### config.mk
export PLATFORM = sky130hd
export DESIGN_NAME = mmio_bridge
export DESIGN_NICKNAME = d
export VERILOG_FILES = /design/src/rtl/mmio_pkg.sv /design/src/rtl/mmio_load_align.sv /design/src/rtl/mmio_bridge.sv
export SDC_FILE = /design/constraint.sdc
export NUM_CORES = 1
export LEC_CHECK = 0
export CAP_MARGIN = 25
export CORE_MARGIN = 10
export CORE_UTILIZATION = 35
export DETAILED_ROUTE_END_ITERATION = 12
export PLACE_DENSITY = 0.7
export SYNTH_ARGS = -nofsm -noshare
export SYNTH_HDL_FRONTEND = slang
export SYNTH_SLANG_ARGS = --single-unit
### constraint.sdc
create_clock -name clk -period 6.85 [get_ports clk]
set_input_delay 1.7125 -clock clk [delete_from_list [all_inputs] [get_ports clk]]
set_output_delay 1.7125 -clock clk [all_outputs]
set_load 0.1 [all_outputs]
### src/rtl/mmio_pkg.sv
// Shared definitions for the MMIO bridge: FSM states, access classes,
// IO window offsets, RISC-V load/store funct3 codes and store lane helpers.
package mmio_pkg;

  typedef enum logic [1:0] {
    IDLE,
    MEM_WAIT,
    IO_WAIT,
    RESP
  } bridgeStateT;

  typedef enum logic [2:0] {
    ACC_MEM_LD,
    ACC_MEM_ST,
    ACC_IO_RD,
    ACC_IO_WR,
    ACC_BTN,
    ACC_ERR
  } accessKindT;

  localparam logic [31:0] RD_OFFSET  = 32'h0000_0000;
  localparam logic [31:0] WR_OFFSET  = 32'h0000_0100;
  localparam logic [31:0] BTN_OFFSET = 32'h0000_0200;

  localparam logic [2:0] F3_B  = 3'b000;
  localparam logic [2:0] F3_H  = 3'b001;
  localparam logic [2:0] F3_W  = 3'b010;
  localparam logic [2:0] F3_BU = 3'b100;
  localparam logic [2:0] F3_HU = 3'b101;

  // funct3[1:0] encodes the access size for both loads and stores
  function automatic logic [3:0] storeMask(input logic [1:0] size, input logic [1:0] off);
    case (size)
      2'b00:   return 4'b0001 << off;
      2'b01:   return 4'b0011 << off;
      default: return 4'b1111;
    endcase
  endfunction

  function automatic logic [31:0] storeLanes(input logic [1:0] size, input logic [31:0] data);
    case (size)
      2'b00:   return {4{data[7:0]}};
      2'b01:   return {2{data[15:0]}};
      default: return data;
    endcase
  endfunction

endpackage

### src/rtl/mmio_load_align.sv
// Selects the addressed byte/half lane of a loaded word and sign- or
// zero-extends it according to the RISC-V load funct3.
module mmio_load_align
  import mmio_pkg::*;
(
  input  logic [31:0] word,
  input  logic [1:0]  offset,
  input  logic [2:0]  funct3,
  output logic [31:0] data
);

  logic [31:0] shifted;

  assign shifted = word >> {offset, 3'b000};

  always_comb begin
    data = word;
    case (funct3)
      F3_B:    data = {{24{shifted[7]}}, shifted[7:0]};
      F3_H:    data = {{16{shifted[15]}}, shifted[15:0]};
      F3_BU:   data = {24'b0, shifted[7:0]};
      F3_HU:   data = {16'b0, shifted[15:0]};
      F3_W:    data = word;
      default: data = word;
    endcase
  end

endmodule

### src/rtl/mmio_bridge.sv
// CPU load/store bridge splitting accesses between data memory and an IO window.
// Define MMIO_TIMEOUT_EN to abort IO reads that are never acknowledged.
module mmio_bridge
  import mmio_pkg::*;
#(
  parameter logic [31:0] IO_BASE = 32'hFFFF_FC00,
  parameter int N_RD    = 4,
  parameter int N_WR    = 2,
  parameter int TIMEOUT = 15
) (
  input  logic                clk,
  input  logic                rst,
  input  logic                req_valid,
  input  logic                req_write,
  input  logic [2:0]          req_funct3,
  input  logic [31:0]         req_addr,
  input  logic [31:0]         req_wdata,
  output logic                req_ready,
  output logic [31:0]         rsp_rdata,
  output logic                rsp_err,
  output logic                mem_en,
  output logic [3:0]          mem_we,
  output logic [31:0]         mem_addr,
  output logic [31:0]         mem_wdata,
  input  logic [31:0]         mem_rdata,
  output logic [N_RD-1:0]     io_rd_sel,
  input  logic [N_RD-1:0]     io_rd_ack,
  input  logic [32*N_RD-1:0]  io_rd_data,
  output logic [32*N_WR-1:0]  io_wr_q,
  output logic [N_WR-1:0]     io_wr_stb,
  input  logic                btn_in
);

  bridgeStateT       state, stateNext;
  accessKindT        kind;
  logic              accept, memMis, sizeBad, ackSel, timedOut;
  logic              sticky, btnPrev, btnEdge, errQ;
  logic [31:0]       ioOff, rdOff, wrOff, rdataQ, loadData, chData;
  logic [3:0]        rdCh, wrCh, chQ;
  logic [1:0]        offQ;
  logic [2:0]        funct3Q;
  logic [N_WR-1:0]   wrStbQ;
  logic [32*N_WR-1:0] wrQ;
  logic [15:0]       waitCnt;

  assign ioOff   = req_addr - IO_BASE;
  assign rdOff   = ioOff - RD_OFFSET;
  assign wrOff   = ioOff - WR_OFFSET;
  assign rdCh    = rdOff[5:2];
  assign wrCh    = wrOff[5:2];
  assign accept  = (state == IDLE) && req_valid;
  assign btnEdge = btn_in & ~btnPrev;

  assign memMis  = (req_funct3[1:0] == 2'b01 && req_addr[0]) ||
                   (req_funct3[1:0] == 2'b10 && req_addr[1:0] != 2'b00);
  assign sizeBad = (req_funct3[1:0] == 2'b11) ||
                   (req_funct3[2] && (req_write || req_funct3[1]));

  // IO reads/writes must hit an exact word of an existing channel; the button is read-only
  always_comb begin
    kind = ACC_ERR;
    if (req_addr >= IO_BASE) begin
      if (!req_write && rdOff < 32'(4 * N_RD) && rdOff[1:0] == 2'b00)
        kind = ACC_IO_RD;
      else if (req_write && wrOff < 32'(4 * N_WR) && wrOff[1:0] == 2'b00)
        kind = ACC_IO_WR;
      else if (!req_write && ioOff == BTN_OFFSET)
        kind = ACC_BTN;
    end else if (!sizeBad && !memMis) begin
      kind = req_write ? ACC_MEM_ST : ACC_MEM_LD;
    end
  end

  always_comb begin
    mem_en    = 1'b0;
    mem_we    = 4'b0000;
    mem_addr  = 32'b0;
    mem_wdata = 32'b0;
    if (accept && (kind == ACC_MEM_LD || kind == ACC_MEM_ST)) begin
      mem_en   = 1'b1;
      mem_addr = {req_addr[31:2], 2'b00};
      if (kind == ACC_MEM_ST) begin
        mem_we    = storeMask(req_funct3[1:0], req_addr[1:0]);
        mem_wdata = storeLanes(req_funct3[1:0], req_wdata);
      end
    end
  end

  always_comb begin
    chData    = 32'b0;
    ackSel    = 1'b0;
    io_rd_sel = '0;
    for (int k = 0; k < N_RD; k++) begin
      if (chQ == 4'(k)) begin
        chData       = io_rd_data[32*k +: 32];
        ackSel       = io_rd_ack[k];
        io_rd_sel[k] = (state == IO_WAIT);
      end
    end
  end

`ifdef MMIO_TIMEOUT_EN
  assign timedOut = (state == IO_WAIT) && !ackSel && (waitCnt == 16'(TIMEOUT - 1));
`else
  assign timedOut = 1'b0;
`endif

  always_comb begin
    stateNext = state;
    case (state)
      IDLE: begin
        if (req_valid) begin
          if (kind == ACC_IO_RD)       stateNext = IO_WAIT;
          else if (kind == ACC_MEM_LD) stateNext = MEM_WAIT;
          else                         stateNext = RESP;
        end
      end
      MEM_WAIT: stateNext = RESP;
      IO_WAIT:  if (ackSel || timedOut) stateNext = RESP;
      RESP:     stateNext = IDLE;
      default:  stateNext = IDLE;
    endcase
  end

  mmio_load_align loadAlign (
    .word   (mem_rdata),
    .offset (offQ),
    .funct3 (funct3Q),
    .data   (loadData)
  );

  // A button edge coinciding with a button read keeps the sticky bit set
  always_ff @(posedge clk or posedge rst) begin
    if (rst) begin
      state   <= IDLE;
      offQ    <= 2'b00;
      funct3Q <= 3'b000;
      chQ     <= 4'b0;
      rdataQ  <= 32'b0;
      errQ    <= 1'b0;
      wrStbQ  <= '0;
      wrQ     <= '0;
      sticky  <= 1'b0;
      btnPrev <= 1'b0;
      waitCnt <= 16'b0;
    end else begin
      state   <= stateNext;
      btnPrev <= btn_in;
      wrStbQ  <= '0;
      if (btnEdge)
        sticky <= 1'b1;
      else if (accept && kind == ACC_BTN)
        sticky <= 1'b0;
      case (state)
        IDLE: begin
          if (req_valid) begin
            offQ    <= req_addr[1:0];
            funct3Q <= req_funct3;
            chQ     <= rdCh;
            waitCnt <= 16'b0;
            rdataQ  <= (kind == ACC_BTN) ? {31'b0, sticky} : 32'b0;
            errQ    <= (kind == ACC_ERR);
            for (int j = 0; j < N_WR; j++) begin
              if (kind == ACC_IO_WR && wrCh == 4'(j)) begin
                wrQ[32*j +: 32] <= req_wdata;
                wrStbQ[j]       <= 1'b1;
              end
            end
          end
        end
        MEM_WAIT: rdataQ <= loadData;
        IO_WAIT: begin
          if (ackSel) begin
            rdataQ <= chData;
          end else begin
            if (waitCnt != 16'(TIMEOUT)) waitCnt <= waitCnt + 16'd1;
            if (timedOut) errQ <= 1'b1;
          end
        end
        default: ;
      endcase
    end
  end

  assign req_ready = (state == RESP);
  assign rsp_rdata = req_ready ? rdataQ : 32'b0;
  assign rsp_err   = req_ready & errQ;
  assign io_wr_q   = wrQ;
  assign io_wr_stb = wrStbQ;

endmodule
==> results by stage, run 1 <==
Global route:
- The global-route wire length before repair is 59.8 mm.
- The total track usage is 0.245.
- Entering global routing, the biggest net connects 66 pins.
- The number of global-route vias before repair was 9529.
- The remaining global-route overflow is 0.
- The number of antenna violations at the first check in global routing is 5.

Timing:
- The final-report max-slew violation count is 0.
- The minimum period implied by the final worst setup slack is 6.13 ns.
- The top achievable clock speed is 163 MHz.
- Headroom to the max-slew limit came out at 0.284.
- The clock tree skew after final layout is 0.0158 ns.
- Setup repair after global routing left no endpoint under its margin.
- After routing, the total negative slack on setup checks comes to 0 ns.
- The number of hold violations in the final report is 0.
- The setup violation total in the final timing report is 0.
- The smallest setup slack after layout is 0.723 ns.
- For the pin with the worst max-slew slack, the measured transition is 1.07 ns.
- The share of the clock period used by the worst path after layout is 0.895.

Yosys:
- The fraction of registers with async set/reset is 1.00.
- The per-instance average area after synthesis is 8.79 µm².
- Of the post-synthesis cell area, the dominant cell type holds 0.320.
- The count of flip-flops with a built-in enable after synthesis is 0.
- The number of cells produced by synthesis is 996.
- The number of distinct library cells after synthesis is 74.
- The commonest cells after synthesis are sky130_fd_sc_hd__dfrtp_1 (112), sky130_fd_sc_hd__o21ai_0 (88), sky130_fd_sc_hd__nand2_1 (87).
- Yosys printed 0 warnings.
- The synthesized design contains 112 register bits.
- The cell area that synthesis handed to floorplanning was 0.00875 mm².
- Yosys attributes the largest share of cell area to sky130_fd_sc_hd__dfrtp_1 (32%), sky130_fd_sc_hd__mux2_4 (10%), sky130_fd_sc_hd__o21ai_0 (5.0%).
- The synthesized design spends more area on one cell type than any other, namely sky130_fd_sc_hd__dfrtp_1.
- The primary flip-flop cell chosen by synthesis mapping is sky130_fd_sc_hd__dfrtp_1.
- By instance count, the leading cell after synthesis is sky130_fd_sc_hd__dfrtp_1.
- The register area share after synthesis is 0.320.

Min path:
- The tightest min-delay check is of the reg -> reg type.
- The depth of the worst hold-timing path is 2.
- The worst hold path terminates at rdataQ[16].
- The startpoint of the most critical hold path is rdataQ[16].

Detailed routing:
- After detailed routing, the average wire length per cell comes to 24.1 µm.
- The detailed router finished its first iteration with 906 violations.
- The total vias in the final route is 9399.
- The routed wire length is 40.6 mm.
- The number of remaining DRC errors is 0.
- After detailed routing, the number of vias per cell comes to 5.58.
- The final antenna-violating net count is 0.
- The number of detailed-route iterations in the first pass is 6.

Placed design:
- Prior to clock tree synthesis, the placed netlist has a worst setup slack of 0.686 ns.
- After detailed placement, the total cell area comes to 0.0136 mm².
- The wire-length estimate of the detail-placed layout is 31.9 mm.
- The number of I/O port buffers is 406.
- At the end of routability-driven placement, the weighted congestion stood at 0.940.

Clocking:
- For this design, the CTS-stage hold fixing added 0 buffers.
- In this run the post-CTS setup repair buffer count came out at 0.
- TritonCTS built the clock tree.
- In this run, CTS created clock tree buffers numbering 9.
- The number of levels the H-tree was split into is 3.
- The clock net in this run drives a total of 112 sinks.
- In this run, post-CTS repair resized a total of 0 instances.
- Clock-pin slew was measured on the worst setup and hold paths at 0.09 ns.
- The root buffer cell chosen for the clock tree is sky130_fd_sc_hd__clkbuf_16.
- The clock passes through at most 2 buffers.
- The clock latency of the later-clocked register in the worst-skew pair is 0.36 ns.

Final layout:
- The net total in the final layout is 1590.
- With fillers left out, the area of the finished cells amounts to 0.0140 mm².
- Of the cells placed in the final design, the portion with a size suffix greater than 1 is 0.157.
- The total area of multi-input combinational cells is 0.00552 mm².
- Across the whole layout, storage elements account for 0.00280 mm².
- Counting the fill cells in the layout gives 2171.
- Compared with the post-synthesis result, the final layout area differs by 60.2%.

Floorplanning:
- The floorplan step set the die width to 178 µm.
- After floorplanning, the core was divided into 57 placement rows.
- The area of the placeable core is 0.0245 mm².
- For this configuration, the core starts out at a cell density of 0.358.
- 409 I/O pins were placed.
- The total die area is 0.0317 mm².
- The die is 178 µm tall.

Power and ir drop:
- The total power after layout is 3.33 mW.
- The internal portion of the total power is 1.66 mW.
- For this design the total switching power over the nets is 1.68 mW.
- VDD sags by at most 0.185 mV.
- The share of total power dissipated in combinational logic is 0.578.
- The clock share of power is 0.169.
- Of the total power, the share spent switching nets is 0.502.
- The power per cell area is 238 mW/mm².
- The relative contribution of sequential cells to total power is 0.253.
- Summed over all cells, the static leakage comes to 5.52 nW.

Setup path:
- Counting cells, the worst reg-to-reg path comes to 10.
- The launch instance of the worst register-to-register path is chQ[3].
- Data on the critical path is required at its endpoint by 5.14 ns.
- The highest-delay cell along the critical path is sky130_fd_sc_hd__clkdlybuf4s50_1.
- The delay contributed by the slowest stage of the critical path is 0.60 ns.
- The data arrival time of the critical path is 4.41 ns.
- The worst setup slack for register-to-register paths is 3.25 ns.
- Walking the worst path, the cells encountered are clkdlybuf4s50_1 -> ha_1 -> nand4_1 -> nor3_4 -> and3_1 -> nor3_2 -> nand2_1 -> buf_4 -> a21oi_1 -> buf_12.
- STA classifies the critical path startpoint as an input pin.
- STA classifies the critical path endpoint as an output pin.
- The end of the worst register-to-register path is rdataQ[18].
- In this run the worst path has a maximum fanout of 28.
- The category of the most critical setup path is in -> out.

Status:
- The flow ran to the end, and the final reports show no timing, DRC or antenna violations.

Run:
- The reported max-cap violation count is 0.
[metal layers]
| metal | routed length (µm) | vias up | track usage | share of wire |
|---|---|---|---|---|
| met3 | 3630 | 82 | 0.0590 | 0.089 |
| met4 | 1530 | 0 | 0.101 | 0.038 |
| li1 | - | 4351 | - | - |
| met5 | 0 | - | 0 | 0 |
| met1 | 15900 | 4500 | 0.301 | 0.39 |
| met2 | 19500 | 466 | 0.402 | 0.48 |
[layout by cell type (no fill, tap or decap), types with 13 or more instances in the layout]
cell / synthesis / layout
sky130_fd_sc_hd__clkdlybuf4s50_1: 0 / 339
sky130_fd_sc_hd__dfrtp_1: 112 / 112
sky130_fd_sc_hd__o21ai_0: 88 / 88
sky130_fd_sc_hd__nand2_1: 87 / 87
sky130_fd_sc_hd__a21oi_1: 82 / 80
sky130_fd_sc_hd__buf_12: 0 / 66
sky130_fd_sc_hd__nor2_1: 66 / 65
sky130_fd_sc_hd__and2_1: 63 / 63
sky130_fd_sc_hd__mux2_4: 60 / 60
sky130_fd_sc_hd__mux2i_1: 34 / 34
sky130_fd_sc_hd__o211ai_1: 33 / 33
sky130_fd_sc_hd__a22oi_1: 26 / 26
sky130_fd_sc_hd__nor4_1: 21 / 20
sky130_fd_sc_hd__buf_4: 5 / 20
sky130_fd_sc_hd__nand2b_1: 20 / 19
sky130_fd_sc_hd__nand3_1: 17 / 17
sky130_fd_sc_hd__nand4_1: 14 / 14
sky130_fd_sc_hd__and3_1: 14 / 14
sky130_fd_sc_hd__mux2_2: 13 / 13
[per-stage QoR]
stage | hold slack (ns) | instances | utilization
floorplan | 0.438 | 997 | -
detailed placement | 0.458 | 1659 | 0.558
finish | 0.480 | 1683 | 0.573
global placement | 0.452 | 1659 | 0.558
global route | 0.505 | 1681 | 0.573
CTS | 0.478 | 1675 | 0.571
[how the worst max path moves through the flow]
stage                      start             to  slack (ns)  cells past startpoint
global placement    req_addr[10]   mem_wdata[8]        0.77                     10
finish              req_addr[10]  mem_wdata[12]        0.72                     10
detailed placement  req_addr[10]  mem_wdata[12]        0.69                     10
CTS                 req_addr[10]  mem_wdata[12]        0.68                     10
global route        req_addr[10]      mem_we[3]        0.49                     10
floorplan           req_addr[10]   mem_addr[15]       -0.48                      7
[final cells by class]
type	count	share of cell area
repair buffers	427	0.351
diodes	6	0.00107
clock buffers	9	0.0161
multi-input cells	786	0.393
well taps	324	0.0289
clock inverters	7	0.00669
flip-flops and latches	112	0.200
inverters	12	0.00339
[power by group through the flow]
| stage | Combinational [mW] | Clock (mW) | Sequential, mW |
|---|---|---|---|
| 4_1_cts | 1.88 | 0.577 | 0.843 |
| 3_5_place_dp | 1.87 | 0 | 0.856 |
| 6_report | 1.93 | 0.564 | 0.844 |
| 3_3_place_gp | 1.85 | 0 | 0.853 |
| 2_1_floorplan | 1.30 | 0 | 0.789 |
| 5_1_grt | 2.07 | 0.598 | 0.857 |
[cells by family (layout without fill, tap and decap cells)]
logic type / Yosys count / count (layout) / synth area share
compound gates: 294 / 294 / 0.216
fa+ha+maj: 6 / 6 / 0.00857
xor+xnor: 20 / 20 / 0.0209
mux: 108 / 108 / 0.161
simple gates: 356 / 356 / 0.220
other cells: 1 / 8 / 0.000428
flops: 112 / 112 / 0.320
buf+inv: 99 / 455 / 0.0527
[worst max-delay path: cells and delay by family]
family | cells | cell delay (ns)
buffers and inverters | 3 | 1.07
and+or+nand+nor | 5 | 1.02
AOI/OAI and AO/OA | 1 | 0.27
adders and majority gates | 1 | 0.33
[state kept, by name, indices dropped and copies added (netlist names)]
signal and cells:
io_wr_q 64, rdataQ 32, chQ 4, funct3Q 3, io_wr_stb 2, offQ 2
state 2, btnPrev 1, errQ 1, sticky 1
(Power assumes the default switching activity.)
==> run 2, diff against run 1 <==
Settings changed: CORE_MARGIN 10 to unset, CTS_CLUSTER_DIAMETER set to 40.
==> run 2 against run 1 <==
- sequential power shrank 1%
- via count is 1.3% lower
- setup slack got worse by 0.26 ns
- critical path depth shrank 1
- flip-flop and latch count did not move
- highest routed layer is now met5
- sequential share of layout area decreased by 0.066 points
- clock power decreased by 1%
- wire length shrank 10%
- die area is 19% lower
- register-to-register slack worse by 0.21 ns
==> results by stage, run 2 (same netlist as run 1, synthesis figures left out) <==
Global route:
- The largest net degree at the start of global routing came to 62 (was 66).
- The total track usage was 0.278 (was 0.245).
- The number of antenna violations at the first check in global routing is 3 (was 5).
- The remaining global-route overflow is 0 (unchanged).
- The number of global-route vias before repair came to 9142 (was 9529).
- The global-route wire length before repair is 55.1 mm (was 59.8 mm).

Detailed routing:
- The routed wire length is 36.5 mm (was 40.6 mm).
- The top routing layer in use is met5 (was met4).
- The total vias in the final route is 9279 (was 9399).
- The routed length per instance is 21.6 µm (was 24.1 µm).
- The final antenna-violating net count is 0 (unchanged).
- The length of routed wiring on met1 is 15.2 mm (was 15.9 mm).
- The number of remaining DRC errors is 0 (unchanged).
- The number of detailed-route iterations in the first pass is 6 (unchanged).
- The via density per instance came to 5.51 (was 5.58).
- The amount of wire on met3 after detailed routing came to 2.48 mm (was 3.63 mm).
- The detailed-routed wire length on met2 is 17.7 mm (was 19.5 mm).
- The count of routing violations after the opening detailed-route iteration is 706 (was 906).

Floorplanning:
- The count of boundary I/O pins is 409 (unchanged).
- The effective utilization at floorplan is 0.359 (was 0.358).
- The horizontal die dimension was 160 µm (was 178 µm).
- The number of core rows is 57 (unchanged).
- The total die area is 0.0256 mm² (was 0.0317 mm²).
- The vertical die dimension is 160 µm (was 178 µm).
- The area of the placeable core is 0.0244 mm² (was 0.0245 mm²).

Final layout:
- The sequential cell area is 0.00280 mm² (unchanged).
- Commonest cells after routing, fill and taps aside: sky130_fd_sc_hd__clkdlybuf4s50_1 (339), sky130_fd_sc_hd__dfrtp_1 (112), sky130_fd_sc_hd__o21ai_0 (88), sky130_fd_sc_hd__nand2_1 (87), sky130_fd_sc_hd__a21oi_1 (80) (unchanged).
- The number of inserted filler cells in the final layout came to 2178 (was 2171).
- The net total in the final layout was 1595 (was 1590).
- The most common cell after layout, fill and taps aside is sky130_fd_sc_hd__clkdlybuf4s50_1 (unchanged).
- The total area of multi-input combinational cells is 0.00552 mm² (unchanged).
- The area added between synthesis and finish came to 60.8% (was 60.2%).
- The non-filler instance count after layout is 1685 (was 1683).
- The flip-flop count of the largest register after layout is 64 (unchanged).
- The fraction of layout instances using a drive strength above 1 came to 0.160 (was 0.157).

Power and ir drop:
- The power per cell area is 236 mW/mm² (was 238 mW/mm²).
- The peak ir drop on the vdd network is 0.230 mV (was 0.185 mV).
- The static leakage is 5.54 nW (was 5.52 nW).

Timing:
- The headroom to the max-slew limit was 0.272 (was 0.284).
- The smallest setup slack after layout was 0.466 ns (was 0.723 ns).
- The share of the clock period used by the worst path after layout is 0.932 (was 0.895).
- RSZ-0062 raised after global routing: no (unchanged).
- The clock tree skew after final layout is 0.0139 ns (was 0.0158 ns).
- The total negative setup slack is 0 ns (unchanged).
- The top achievable clock speed is 157 MHz (was 163 MHz).
- The setup violation total in the final timing report was 0 (unchanged).
- The number of hold violations in the final report is 0 (unchanged).
- The minimum period implied by the final worst setup slack is 6.38 ns (was 6.13 ns).
- The final-report max-slew violation count came to 0 (unchanged).
- The slew at the pin closest to its max-slew limit is 1.09 ns (was 1.07 ns).

Placed design:
- The number of I/O port buffers is 406 (unchanged).
- The number of placed instances, taps included is 1663 (was 1659).
- The global placement routability congestion is 0.936 (was 0.940).
- The minimum setup slack after placement is 0.462 ns (was 0.686 ns).
- The total half-perimeter wirelength after legalization and detailed placement is 28.4 mm (was 31.9 mm).

Clocking:
- The library cell used as clock root buffer was sky130_fd_sc_hd__clkbuf_16 (unchanged).
- The clock tree from TritonCTS is yes (unchanged).
- The buffer depth of the longest clock path is 2 (unchanged).
- The number of clock sinks is 112 (unchanged).
- The number of buffers created by CTS is 9 (unchanged).
- The post-CTS setup buffer count is 0 (unchanged).
- The number of buffers added to fix hold violations after cts came to 0 (unchanged).
- The post-cts repair resize count came to 0 (unchanged).
- The clock latency of the later-clocked register in the worst-skew pair is 0.36 ns (about the same).
- The number of levels the H-tree was split into is 3 (unchanged).
- The clock-pin transition on the worst setup and hold timing paths is 0.09 ns (about the same).

Setup path:
- Ordered list of cells on the worst path: clkdlybuf4s50_1 -> nand4_1 -> nor3_4 -> and3_1 -> nor3_2 -> nand2_1 -> buf_4 -> a21oi_1 -> buf_12 (was clkdlybuf4s50_1 -> ha_1 -> nand4_1 -> nor3_4 -> and3_1 -> nor3_2 -> nand2_1 -> buf_4 -> a21oi_1 -> buf_12).
- The launch instance of the worst register-to-register path was chQ[1] (was chQ[3]).
- The kind of capture point of the worst setup path was an output pin (unchanged).
- The data arrival time of the critical path is 4.67 ns (was 4.41 ns).
- The highest-delay cell along the critical path is sky130_fd_sc_hd__nor3_2 (was sky130_fd_sc_hd__clkdlybuf4s50_1).
- The timing startpoint of the critical path is req_addr[13] (was req_addr[10]).
- The category of the most critical setup path is in -> out (unchanged).
- The critical path launch point type is an input pin (unchanged).
- The required time of the critical path was 5.14 ns (about the same).
- The delay contributed by the slowest stage of the critical path was 0.84 ns (was 0.60 ns).
- The highest net fanout along the worst path is 28 (unchanged).

Run:
- The reported max-cap violation count is 0 (unchanged).

Status:
- Result of the run: complete, no violations (unchanged).

Min path:
- The class of the tightest hold or removal check is reg -> reg (unchanged).
- The startpoint of the most critical hold path is rdataQ[15] (was rdataQ[16]).
run 2: changes by cell type in the layout (fill, tap and decap cells not counted):
| cell | change |
|---|---|
| sky130_fd_sc_hd__diode_2 | -3 |
| sky130_fd_sc_hd__buf_12 | +1 |
| sky130_fd_sc_hd__buf_4 | +3 |
| sky130_fd_sc_hd__clkbuf_16 | +1 |
| sky130_fd_sc_hd__clkinv_8 | -2 |
| sky130_fd_sc_hd__clkinvlp_4 | +1 |
| sky130_fd_sc_hd__inv_8 | +1 |
run 2: power breakdown:
part           internal, mW  switching (mW)
clock network         0.264           0.294
registers             0.743          0.0911
logic                 0.661            1.27
run 2: metrics by stage:
stage	hold WS (ns)	total power, mW	instance area (µm²)	util
6_report	0.479	3.32	14100	0.577
5_1_grt	0.512	3.51	14100	0.577
4_1_cts	0.481	3.29	14000	0.573
3_5_place_dp	0.458	2.72	13700	0.561
3_3_place_gp	0.454	2.70	13700	0.561
2_1_floorplan	0.438	2.09	8770	-
run 2: final cells by class:
| class | count | area share |
|---|---|---|
| clock inverters | 7 | 0.00569 |
| well taps | 324 | 0.0288 |
| repair buffers | 432 | 0.354 |
| flip-flops and latches | 112 | 0.199 |
| inverters | 12 | 0.00338 |
| diodes | 3 | 0.000533 |
| multi-input cells | 786 | 0.392 |
| clock buffers | 9 | 0.0160 |
run 2: critical path: cells and delay by family:
kind	cells	cell delay, ns
buffers and inverters	3	1.06
AND/OR/NAND/NOR	5	1.60
AO/OA/AOI/OAI	1	0.29
run 2: metal layers:
layer | track usage | up-vias
li1 | - | 4349
met1 | 0.355 | 4444
met2 | 0.469 | 420
met5 | 0 | -
met4 | 0.0887 | 2
met3 | 0.0561 | 64
run 2: worst paths after layout:
| path | end | slack (ns) | cells past startpoint |
|---|---|---|---|
| hold reg to reg | rdataQ[15] | 0.48 | 2 |
| min in group asynchronous | io_wr_q[10] | 1.82 | 2 |
| setup / recovery | mem_wdata[12] | 0.47 | 9 |
| max in group asynchronous | io_wr_q[35] | 3.76 | 3 |
| setup reg to reg | rdataQ[16] | 3.04 | 9 |
| hold / removal | rdataQ[15] | 0.48 | 2 |
